**src/rtl/morph_window_3x3.sv**
```systemverilog
// 3x3 greyscale dilate/erode window with cross or square element and edge replication.
// Optional MORPH_BINARIZE_EN: thresholds each channel against THRESH in the output register.
module morph_window_3x3 #(
    parameter int CH_W      = 8,
    parameter int CHANNELS  = 3,
    parameter int PIC_WIDTH = 480,
    parameter int THRESH    = 128
) (
    input  logic                     clk,
    input  logic                     rst,
    input  logic                     valid_in,
    input  logic                     mode_in,
    input  logic                     se_sq_in,
    input  logic [CHANNELS*CH_W-1:0] din1,
    input  logic [CHANNELS*CH_W-1:0] din2,
    input  logic [CHANNELS*CH_W-1:0] din3,
    output logic [CHANNELS*CH_W-1:0] dout,
    output logic                     valid_out,
    output logic                     eol_out
);

    localparam int W     = CHANNELS * CH_W;
    localparam int COL_W = $clog2(PIC_WIDTH);
    localparam logic [COL_W-1:0] LAST_COL = COL_W'(PIC_WIDTH - 1);
    localparam logic [COL_W-1:0] COL_ONE  = COL_W'(1);

    logic [2:0][W-1:0] prev_q, prev_d;
    logic [2:0][W-1:0] cur_q, cur_d;
    logic [COL_W-1:0]  col_q, col_d;
    logic              flush_q, flush_d;
    logic              mode_q, mode_d;
    logic              se_sq_q, se_sq_d;
    logic [W-1:0]      dout_q, dout_d;
    logic              valid_q, valid_d;
    logic              eol_q, eol_d;

    logic [2:0][W-1:0] din_w;
    logic [2:0][W-1:0] lt, ct, rt;
    logic [W-1:0]      res;
    logic              emit;
    logic              left_rep;

    // Taps ordered row-major: 0..2 row above, 3..5 centre, 6..8 row below.
    function automatic logic [CH_W-1:0] win_op(
        input logic [8:0][CH_W-1:0] t,
        input logic                 ero,
        input logic                 sq
    );
        logic [CH_W-1:0] r;
        logic            use_t;
        r = t[4];
        for (int i = 0; i < 9; i++) begin
            use_t = sq || (i == 1) || (i == 3) || (i == 5) || (i == 7);
            if (use_t) begin
                if (ero) begin
                    if (t[i] < r) r = t[i];
                end else begin
                    if (t[i] > r) r = t[i];
                end
            end
        end
        return r;
    endfunction

    always_comb begin
        din_w    = {din3, din2, din1};
        emit     = flush_q || (valid_in && (col_q != '0));
        left_rep = !flush_q && (col_q == COL_ONE);
        for (int r = 0; r < 3; r++) begin
            lt[r] = left_rep ? cur_q[r] : prev_q[r];
            ct[r] = cur_q[r];
            rt[r] = flush_q ? cur_q[r] : din_w[r];
        end
    end

    always_comb begin
        logic [8:0][CH_W-1:0] taps;
        logic [CH_W-1:0]      v;
        res  = '0;
        taps = '0;
        v    = '0;
        for (int k = 0; k < CHANNELS; k++) begin
            for (int r = 0; r < 3; r++) begin
                taps[3*r]     = lt[r][k*CH_W +: CH_W];
                taps[3*r + 1] = ct[r][k*CH_W +: CH_W];
                taps[3*r + 2] = rt[r][k*CH_W +: CH_W];
            end
            v = win_op(taps, mode_q, se_sq_q);
`ifdef MORPH_BINARIZE_EN
            res[k*CH_W +: CH_W] = (v >= CH_W'(THRESH)) ? '1 : '0;
`else
            res[k*CH_W +: CH_W] = v;
`endif
        end
    end

    always_comb begin
        prev_d  = prev_q;
        cur_d   = cur_q;
        col_d   = col_q;
        flush_d = flush_q;
        mode_d  = mode_q;
        se_sq_d = se_sq_q;
        dout_d  = dout_q;
        valid_d = 1'b0;
        eol_d   = 1'b0;

        // The window reads the taps before they shift, so flush and
        // the next row's column 0 can share an edge.
        if (emit) begin
            dout_d  = res;
            valid_d = 1'b1;
            eol_d   = flush_q;
            flush_d = 1'b0;
        end

        if (valid_in) begin
            prev_d = cur_q;
            cur_d  = din_w;
            if (col_q == '0) begin
                mode_d  = mode_in;
                se_sq_d = se_sq_in;
            end
            if (col_q == LAST_COL) begin
                col_d   = '0;
                flush_d = 1'b1;
            end else begin
                col_d = col_q + COL_ONE;
            end
        end
    end

    always_ff @(posedge clk) begin
        if (rst) begin
            prev_q  <= '0;
            cur_q   <= '0;
            col_q   <= '0;
            flush_q <= 1'b0;
            mode_q  <= 1'b0;
            se_sq_q <= 1'b0;
            dout_q  <= '0;
            valid_q <= 1'b0;
            eol_q   <= 1'b0;
        end else begin
            prev_q  <= prev_d;
            cur_q   <= cur_d;
            col_q   <= col_d;
            flush_q <= flush_d;
            mode_q  <= mode_d;
            se_sq_q <= se_sq_d;
            dout_q  <= dout_d;
            valid_q <= valid_d;
            eol_q   <= eol_d;
        end
    end

    assign dout      = dout_q;
    assign valid_out = valid_q;
    assign eol_out   = eol_q;

endmodule

```
**config.mk**
```make
export PLATFORM = sky130hd
export DESIGN_NAME = morph_window_3x3
export DESIGN_NICKNAME = d
export VERILOG_FILES = /design/src/rtl/morph_window_3x3.sv
export SDC_FILE = /design/constraint.sdc
export NUM_CORES = 1
export LEC_CHECK = 0
export CAP_MARGIN = 20
export CORE_UTILIZATION = 40
export DETAILED_ROUTE_END_ITERATION = 8
export MAX_ROUTING_LAYER = met4
export PLACE_DENSITY_LB_ADDON = 0.05
export REMOVE_ABC_BUFFERS = 1
export SLEW_MARGIN = 40
export SYNTH_ARGS = -nofsm -noshare
export SYNTH_HDL_FRONTEND = slang
export SYNTH_SLANG_ARGS = --single-unit
export TNS_END_PERCENT = 5
```
**constraint.sdc**
```tcl
create_clock -name clk -period 47.7 [get_ports clk]
set_clock_uncertainty 0.2 [all_clocks]
set_input_delay 9.54 -clock clk [delete_from_list [all_inputs] [get_ports clk]]
set_output_delay 9.54 -clock clk [all_outputs]
set_load 0.005 [all_outputs]
```
* Word-level counts from Yosys, hierarchy flattened
Cells that the tools add are included.
** Word-level totals
- Word-level logic and storage cells :: 186
- Input bits :: 77
- Flip-flop bits (word level) :: 182
- Output and inout port bits :: 26
** Cells by class
- Order comparisons :: 54
- Mux-type cells :: 107
- Reduce and logical (&&, ||, !) cells :: 8
- Bitwise logic cells :: 1
- Add/sub/neg operators :: 1
- Eq/ne operators :: 2
** Operator list (count)
- $mux W8 :: 96
- $gt A8 B8 Y1 :: 27
- $lt A8 B8 Y1 :: 27
- $mux W24 :: 6
- $add A9 B1 Y9 const B :: 1
- $eq A9 B1 Y1 const B :: 1
- $eq A9 B9 Y1 const B :: 1
- $logic_not A9 Y1 :: 1
- $mux W9 :: 1
- $reduce_bool A9 Y1 :: 1
- $mux W1 :: 4
- $logic_and A1 B1 Y1 :: 2
- $reduce_and A2 Y1 :: 1
- $reduce_or A2 Y1 :: 1
- $logic_not A1 Y1 :: 1
- $logic_or A1 B1 Y1 :: 1
- $not A1 Y1 :: 1

* Depth between registers and ports, before layout
Gate-level depths: netlist of run 1.
- Depth after elaboration :: 35
- Gate-level depth with buffers :: 94
- Gate-level depth less buffers :: 81

* Worst setup path before layout of run 1
No wires, ideal clock.
- Path type :: input to register
- From :: input port din1[9]
- To :: register dout_q[14], in the netlist dout[14]
- Setup slack :: 24.649 ns
- Path buffers :: 7
- Arrival :: 22.724 ns
- Cell stages on the path :: 64
- Setup time :: 0.127 ns
- Cells stage by stage :: mux2_2 -> ha_1 -> nor2b_1 -> o211ai_1 -> a21oi_1 -> a211oi_1 -> mux2_2 -> clkbuf_1 -> a31o_2 -> ha_1 -> nor2b_1 -> o211ai_1 -> a21oi_1 -> o21ai_1 -> and2_1 -> clkbuf_1 -> nor2_1 -> a21o_1 -> [... 28 more ...] -> nor2b_1 -> o21a_1 -> o21a_1 -> o21bai_1 -> a21o_1 -> o21a_1 -> clkbuf_1 -> o311ai_0 -> o21ai_0 -> ha_1 -> a21o_1 -> a21o_1 -> a21oi_1 -> nand3_1 -> a21boi_0 -> nor3_1 -> inv_1 -> o21ai_0
** On the way
- Cells in the longest elaborated chain, start to end :: 26
- Elaborated cells on any way between the ends :: 40
- Those cells by class :: order compare (14); mux (26)
** Ends and longest elaborated chain
- from (decl) :: line 14 : input logic [CHANNELS*CH_W-1:0] din1,
- $mux W24 * :: line 72 : rt[r] = flush_q ? cur_q[r] : din_w[r];
- $gt A8 B8 Y1 / $lt A8 B8 Y1 (equally long branches) :: line 58, 56
- $mux W8 (on tied branches) :: line 58, 56
- $mux W8 * :: line 55 : if (ero) begin
- $mux W8 * :: line 54 : if (use_t) begin
- $gt A8 B8 Y1 / $lt A8 B8 Y1 (equally long branches) :: line 58, 56
- $mux W8 (on tied branches) :: line 58, 56
- $mux W8 * :: line 55
- [... 10 more ...]
- $mux W8 * :: line 54
- $gt A8 B8 Y1 / $lt A8 B8 Y1 (equally long branches) :: line 58, 56
- $mux W8 (on tied branches) :: line 58, 56
- $mux W8 * :: line 55
- $gt A8 B8 Y1 / $lt A8 B8 Y1 (equally long branches) :: line 58, 56
- $mux W8 (on tied branches) :: line 58, 56
- $mux W8 :: line 55
- $mux W8 * :: line 54
- to (signal assigned) :: line 151 : dout_q <= dout_d;
- to (decl) :: line 33 : logic [W-1:0] dout_q, dout_d;
Every way passes the cells marked *; elsewhere a longest branch is shown, timed or not.
A chain may end at the register's enable or synchronous reset.

* Worst setup path after layout of run 1
- From :: input port din1[17]
- To :: register dout_q[18], in the netlist dout[18]
Same word-level chain as after synthesis.

==> run metrics, run 1 <==
status=complete, no violations; post-cts sizing count=0; number of cells after detailed placement=2580; routed vias/inst=5.76; EDFF count, synth=0; sequential element share of the synthesized area=21.1%; setup violators final=0; largest net degree at the start of global routing=95; drt first pass iters=5; global placer's final weighted congestion=0.949; count of different cell masters after synthesis=70; # hold bufs at CTS=0; Hold Path Class=reg -> reg; Mapped Area=17300 um2; fin. max-slew vios=0; 1st-iter DRT viols=805; Wirelength per Cell=20.0 um; row cnt=75; Leak=8.31 nW; cell area after layout=19300 um2; first-pass GRT wire length=82600 um; Design Power=0.788 mW; Met3 Routed Length=1660 um; Post-synth ARST share=0%; fin util=45.6%; Post-Layout Cell Count=2611; Yosys reg bits=182; fmax=39.7 MHz; predominant post-synthesis flop cell=dfxtp_1; PD cells=40.9 nW/um2; clock buffer depth=2; share of layout cells above drive strength 1=13.0%; Post-Syn Instances=2033; htree depth=4; diodes inserted=0; total grt overflow=0; Setup CP Type=in -> reg; commonest non-fill, non-tap cell in the layout=nor2_1; Num CTS Buffers=17; wirelength, routed=52100 um; Clock Tree Root=clkbuf_16; total track usage=24.8%; DR vias=15044; Max-slew headroom=45.1%; worst reg-to-reg setup slack=26290 ps; Critical Path Start Type=primary input; Hold WS=289 ps; peak per-stage delay on the critical path=750 ps; Clk pin slew, worst setup/hold paths=80 ps; drt drc=0; number of max-cap violations=0; RSZ-0062 raised after global routing=no; CP startpoint=din1[17]; dpl ws=22160 ps; antenna violations before repair=0; Layout area overhead=11.6%; critical path arrival=25410 ps; worst vdd ir=25.9 uV; clk sink count=182; DP Area=18700 um2; Final Worst Setup Slack=22520 ps; top post-synthesis cells by area=dfxtp_1, ha_1, mux2i_1; Slowest cell on crit path=and3_1; final net count=2356; worst path required time=47930 ps; worst-path fanout max=24; Die H=210 um; met2 WL post-DR=24000 um; Storage cell area=3650 um2; Hold Vio Cnt, Final=0; # IOs=103; DR top layer=met4; multi-input logic area=12800 um2; largest area contributor in the synthesized netlist=dfxtp_1; commonest cells after routing, fill and taps aside=nor2_1, ha_1, mux2i_1; Core Area=42200 um2; Mapped Avg Cell Area=8.49 um2; number of port buffers=102; CTS tree=yes; die area=44000 um2; fin crit period=25180 ps; Starting Density=40.9%; Setup TNS=0 ps; r2r startpoint=col_q[5]; met1 WL=25500 um; vias in the first global route=14697; setup bufs post-CTS=0; Final period util=52.8%; FILL cells=4193; Worst setup EP type=register; top cell type's share of synthesized area=21.1%; Antenna Violating Nets Remaining=0; worst-margin pin slew=802 ps; Worst-Skew Late Latency=510 ps; hold path startpoint=dout[23]; DPL Wire Length=39700 um; yosys warns=0; Die X=210 um
## synth_stat cells (7+ instances only)
cell and instances:
o31a_1 9, o21a_1 39, o21bai_1 13, a31oi_1 14, a31o_2 8, a311oi_1 10
a21oi_1 121, nor2_1 255, nor2b_1 31, mux2_2 151, o21ai_0 67, o31ai_2 7
or2_2 9, nand2_1 73, nor3_1 34, or3_1 9, a211oi_1 15, o2111ai_1 7
a2111oi_0 10, o311ai_0 9, a21o_1 59, a2bb2oi_1 13, o211ai_1 24, and3_1 13
and2_1 17, a22oi_1 7, mux2i_1 183, buf_1 26, o21ai_1 18, dfxtp_1 182
a21boi_1 7, o31ai_1 7, a21boi_0 7, nand3_1 25, ha_1 219, clkbuf_1 76
mux2_4 12, nand4_1 56, nand2b_1 23, inv_1 94
## metal layers
metal,up-vias,GRT usage [%]
met4,0,7.85
li1,7585,-
met2,251,39.1
met3,57,3.32
met5,-,-
met1,7151,32.8
## power by group
part	switching [mW]	internal [mW]
Clock	0.0742	0.0721
Sequential	0.0121	0.162
Combinational	0.260	0.207
Total	0.347	0.442
## cell families (layout without fill, tap and decap cells)
kind of cell,after synthesis,count (layout),synth area share [%]
flip-flops,182,182,21.1
AO/OA/AOI/OAI,511,511,20.7
adder cells (fa/ha/maj),219,219,15.9
AND/OR/NAND/NOR,558,558,15.3
XOR/XNOR,7,7,0.355
multiplexers,352,352,22.0
buffers and inverters,204,243,4.65
## cell type report
class / count / share of cell area (%)
Clock buffer: 18 / 2.34
Clock inverter: 13 / 0.682
Inverter: 94 / 1.83
Multi-Input combinational cell: 1647 / 66.7
Sequential cell: 182 / 18.9
Tap cell: 539 / 3.50
Timing Repair Buffer: 118 / 6.03
## critical path: cells and delay by family
kind / cells / cell delay, ps
compound gates: 30 / 6720
fa+ha+maj: 7 / 2090
buf+inv: 2 / 510
mux: 4 / 1940
simple gates: 17 / 4590
## final timing paths
check | endpoint | cells past startpoint
setup / recovery | dout[18] | 60
hold / removal | dout[23] | 2
setup reg to reg | dout[10] | 77
hold reg to reg | dout[23] | 2
## state kept, by name, summed over array words and instances, names as in the netlist
register	count
dout	24
eol_out	1
mode_q	1
prev_q	72
valid_out	1
flush_q	1
col_q	9
ct	72
se_sq_q	1
Note: power is estimated with default switching activity, not from simulation.
==> run 2: changes to the inputs <==
clock period = 22.8 ns   (was 47.7 ns; I/O delays follow)
==> run 2 against run 1 <==
Via count rose by 0.15%. Critical path depth rose by 17. Final cell count rose by 0.15%. Sequential power rose by 110%. Power rose by 110%. Combinational power rose by 110%. Die area did not move. Clock power rose by 110%. Global-route usage rose by 0.12 points. Critical path type is now reg -> reg.
==> run metrics, run 2 (same netlist as run 1, synthesis figures left out) <==
status=complete, no violations; CTS tree=yes; diodes inserted=0 (unchanged); r2r startpoint=col_q[5]; # hold bufs at CTS=0 (unchanged); htree depth=4 (unchanged); worst path required time=23040 ps (-24890 ps); share of layout cells above drive strength 1=13.0% (-0.025 points); Hold WS=286 ps (-2.73 ps); critical path arrival=21330 ps (-4080 ps); Layout area overhead=11.7% (about the same); antenna violations before repair=0 (unchanged); routed vias/inst=5.76 (about the same); DR vias=15066 (+0.15%); Num CTS Buffers=17 (unchanged); setup violators final=0 (unchanged); Clock Tree Root=clkbuf_16; peak per-stage delay on the critical path=730 ps (-20 ps); fmax=47.4 MHz; worst reg-to-reg setup slack=1700 ps (-24590 ps); Setup CP Type=reg -> reg; multi-input logic area=12800 um2 (unchanged); PD cells=85.8 nW/um2 (+110%); fin. max-slew vios=0 (unchanged); # IOs=103 (unchanged); Wirelength per Cell=20.0 um (+0.16%); drt drc=0 (unchanged); worst-margin pin slew=1060 ps (+257 ps); commonest cells after routing, fill and taps aside=nor2_1, ha_1, mux2i_1; Hold Vio Cnt, Final=0 (unchanged); worst-path fanout max=33 (+38%); clk sink count=182 (unchanged); largest net degree at the start of global routing=102 (+7.4%); total grt overflow=0 (unchanged); Worst setup EP type=register; DPL Wire Length=39700 um (+0.14%); Hold Path Class=reg -> reg; fin crit period=21100 ps; commonest non-fill, non-tap cell in the layout=nor2_1; drt first pass iters=8 (+3); total track usage=25.0% (+0.12 points); Max-slew headroom=29.4% (-16 points); worst hold path cell count=2 (unchanged); Starting Density=40.9% (unchanged); final net count=2360 (+0.17%); setup bufs post-CTS=0 (unchanged); global placer's final weighted congestion=0.928 (-2.2%); number of port buffers=102 (unchanged); most used cell, CP=ha_1; Slowest cell on crit path=mux2i_1; CP Capture Point=dout[21]; Setup TNS=0 ps (unchanged); vias in the first global route=14630 (-0.46%); Final period util=92.5%; RSZ-0062 raised after global routing=no; die area=44000 um2 (unchanged); FILL cells=4208 (+0.36%); wirelength, routed=52300 um (+0.31%); row cnt=75 (unchanged); Clk pin slew, worst setup/hold paths=70 ps (about the same); Core Area=42200 um2 (unchanged); clock buffer depth=2 (unchanged); Antenna Violating Nets Remaining=0 (unchanged); CP startpoint=col_q[5]; Die X=210 um (unchanged); Storage cell area=3650 um2 (unchanged); post-cts sizing count=0 (unchanged); 1st-iter DRT viols=960 (+19%); Critical Path Start Type=register; Leak=8.32 nW (about the same); Die H=210 um (unchanged); worst vdd ir=56.0 uV (+120%); reg2reg path depth=77 (unchanged); r2r endpoint=dout[21]; number of max-cap violations=0 (unchanged); Worst-Skew Late Latency=510 ps (about the same); first-pass GRT wire length=82700 um (+0.11%)
[run 2: cell count changes in the layout (fill, tap and decap cells not counted), sizes merged]
cell      before  now
clkinvlp       2    1
inv          102   97
buf           17   21
clkinv         3    4
clkbuf        19   22
bufinv         0    2
[run 2: final cells by class]
class                   instances  area share [%]
inverters                      94            1.83
multi-input cells            1647            66.7
clock buffers                  21            2.29
flip-flops and latches        182            18.9
well taps                     539            3.50
clock inverters                10           0.630
repair buffers                122            6.17
[run 2: power by group]
group / leakage, nW / internal [mW] / switching (mW)
combinational: 6.56 / 0.437 / 0.547
sequential: 1.49 / 0.339 / 0.0263
clock: 0.272 / 0.161 / 0.142
[run 2: routing by layer]
metal	vias up	routed length, um	track usage [%]
li1	7576	-	-
met1	7136	25500	33.2
met2	299	23800	38.6
met3	55	2020	3.98
met4	0	960	7.73
met5	-	0	-
[run 2: worst max-delay path, delay by kind of cell (launching register included)]
| family | cells | cell delay, ps |
|---|---|---|
| AOI/OAI and AO/OA | 33 | 7200 |
| adders and majority gates | 9 | 2610 |
| buffers and inverters | 2 | 530 |
| DFF | 1 | 360 |
| muxes | 7 | 3220 |
| and+or+nand+nor | 26 | 6830 |
[run 2: worst min path at each step]
| stage | endpoint | slack [ps] | from |
|---|---|---|---|
| final | dout[23] | 290 | dout[23] |
| after global routing | dout[19] | 310 | dout[19] |
| after CTS | dout[19] | 290 | dout[19] |
| after detailed placement | dout[19] | 270 | dout[19] |
| after global placement | prev_q[46] | 270 | prev_q[46] |
| after floorplan | col_q[8] | 250 | col_q[8] |
[run 2: per-stage QoR]
step / power [mW] / std cells / setup slack, ps / util [%] / area (um2)
6_report: 1.65 / 2615 / 1700 / 45.6 / 19300
3_5_place_dp: 1.35 / 2584 / 1700 / 44.3 / 18700
3_3_place_gp: 1.33 / 2584 / 2150 / 44.3 / 18700
5_1_grt: 1.80 / 2615 / 0.327 / 45.6 / 19300
4_1_cts: 1.66 / 2615 / 1650 / 45.6 / 19300
2_1_floorplan: 1.06 / 1923 / 2420 / - / 16800
==> run 3: changes to the inputs <==
PLACE_DENSITY = 0.64   (was not set)
PLACE_DENSITY_LB_ADDON = not set   (was 0.05)
==> run 3 against run 2 <==
Utilization up 0.12 points. Power up 0.66%. Highest routed layer unchanged. Maximum frequency up 0.35%. Critical path type unchanged. Die area unchanged. Global-route usage down 0.79 points.
==> run metrics, run 3 (same netlist as run 1, synthesis figures left out) <==
largest net degree at the start of global routing=71 (-30%); worst path required time=23010 ps (-30 ps); Antenna Violating Nets Remaining=0 (unchanged); Critical Path Start Type=register; setup violators final=0 (unchanged); Slowest cell on crit path=mux2i_1; CP Buf/Inv Count=2 (unchanged); vias in the first global route=15149 (+3.5%); DR vias=15367 (+2.0%); first-pass GRT wire length=81900 um (-0.93%); Layout area overhead=12.0%; Comb pwr share=59.0% (-0.5 points); status=complete, no violations; routed vias/inst=5.88 (+2.0%); Power Internal=0.952 mW (+1.5%); Setup TNS=0 ps (unchanged); die area=44000 um2 (unchanged); Hold Path Class=reg -> reg; Worst-Skew Late Latency=500 ps (about the same); fin. max-slew vios=0 (unchanged); Max-slew headroom=41.9% (+13 points); fin crit period=21020 ps (-72.9 ps); final net count=2359 (-0.042%); worst-path fanout max=32 (-3.0%); Clock Tree Root=clkbuf_16; Storage cell area=3650 um2 (unchanged); Final Worst Setup Slack=1780 ps (+72.9 ps); total grt overflow=0 (unchanged); Clk pin slew, worst setup/hold paths=70 ps (about the same); drt drc=0 (unchanged); total track usage=24.2% (-0.79 points); htree depth=4 (unchanged); peak per-stage delay on the critical path=750 ps (+20 ps); # IOs=103 (unchanged); Setup CP Type=reg -> reg; number of max-cap violations=0 (unchanged); multi-input logic area=12800 um2 (about the same); # hold bufs at CTS=0 (unchanged); Hold WS=292 ps (+5.60 ps); dpl ws=1460 ps (-244 ps); fin util=45.8% (+0.12 points); fmax=47.6 MHz (+0.35%); commonest non-fill, non-tap cell in the layout=nor2_1; PD cells=86.1 nW/um2 (+0.40%); Die H=210 um (unchanged); most used cell, CP=ha_1; Hold Vio Cnt, Final=0 (unchanged); Starting Density=40.9% (unchanged); Wirelength per Cell=19.6 um (-1.9%); FILL cells=4157 (-1.2%); diodes inserted=0 (unchanged); commonest cells after routing, fill and taps aside=nor2_1, ha_1, mux2i_1; global placer's final weighted congestion=0.988 (+6.5%); number of port buffers=102 (unchanged); Leak=8.34 nW (+0.29%); antenna violations before repair=0 (unchanged); clock buffer depth=2 (unchanged); clk sink count=182 (unchanged); post-cts sizing count=0 (unchanged); Clock power frac=19.0% (+0.7 points); worst-margin pin slew=858 ps (-201 ps); worst vdd ir=59.8 uV (+6.9%); Core Area=42200 um2 (unchanged); RSZ-0062 raised after global routing=no; CTS tree=yes; 1st-iter DRT viols=764 (-20%); switch share=42.8% (-0.50 points); Die X=210 um (unchanged); Switch Pwr=0.712 mW (-0.51%); power share of the sequential group=22.0% (about the same); Num CTS Buffers=17 (unchanged); critical path arrival=21240 ps (-90 ps); share of layout cells above drive strength 1=13.2% (+0.19 points); DPL Wire Length=39100 um (-1.6%); Worst setup EP type=register; CP delay by family, top=compound AO/OA/AOI/OAI gates; wirelength, routed=51300 um (-1.9%); row cnt=75 (unchanged); setup bufs post-CTS=0 (unchanged); drt first pass iters=5 (-3); Final period util=92.2% (-0.32 points)
run 3: path summary, 6_finish.rpt:
path / startpoint / to / slack [ps] / cells after the start
setup / recovery: col_q[5] / dout[22] / 1780 / 75
hold / removal: prev_q[10] / prev_q[10] / 290 / 2
setup reg to reg: col_q[5] / dout[22] / 1780 / 75
hold reg to reg: prev_q[10] / prev_q[10] / 290 / 2
run 3: cell type report:
cell class / instances / share of cell area, %
Multi-Input combinational cell: 1647 / 66.5
Sequential cell: 182 / 18.9
Timing Repair Buffer: 121 / 6.17
Tap cell: 539 / 3.49
Clock buffer: 19 / 2.29
Inverter: 94 / 1.83
Clock inverter: 13 / 0.868
run 3: power by group through the flow:
stage | clock (mW) | combinational [mW] | sequential [mW]
CTS | 0.326 | 0.972 | 0.366
global placement | 0 | 0.941 | 0.372
finish | 0.316 | 0.982 | 0.366
detailed placement | 0 | 0.965 | 0.373
floorplan | 0 | 0.701 | 0.363
global route | 0.335 | 1.09 | 0.369
run 3: worst register-to-register path, delay by kind of cell (launching register included):
family / cells / cell delay (ps)
muxes: 7 / 3420
buffers and inverters: 2 / 140
DFF: 1 / 360
adders and majority gates: 9 / 2640
and+or+nand+nor: 24 / 6550
AOI/OAI and AO/OA: 33 / 7620
run 3: per-stage QoR:
stage | instance area [um2] | total power [mW] | std cells
5_1_grt | 19300 | 1.79 | 2615
3_5_place_dp | 18700 | 1.34 | 2583
6_report | 19300 | 1.66 | 2615
4_1_cts | 19300 | 1.66 | 2615
2_1_floorplan | 16800 | 1.06 | 1923
3_3_place_gp | 18700 | 1.31 | 2582
run 3: metal layers:
metal  global-route usage (%)  routed length (um)
met4                     9.01                1460
met1                     30.9               24100
met2                     38.5               23400
met5                        -                   0
met3                     3.44                2310
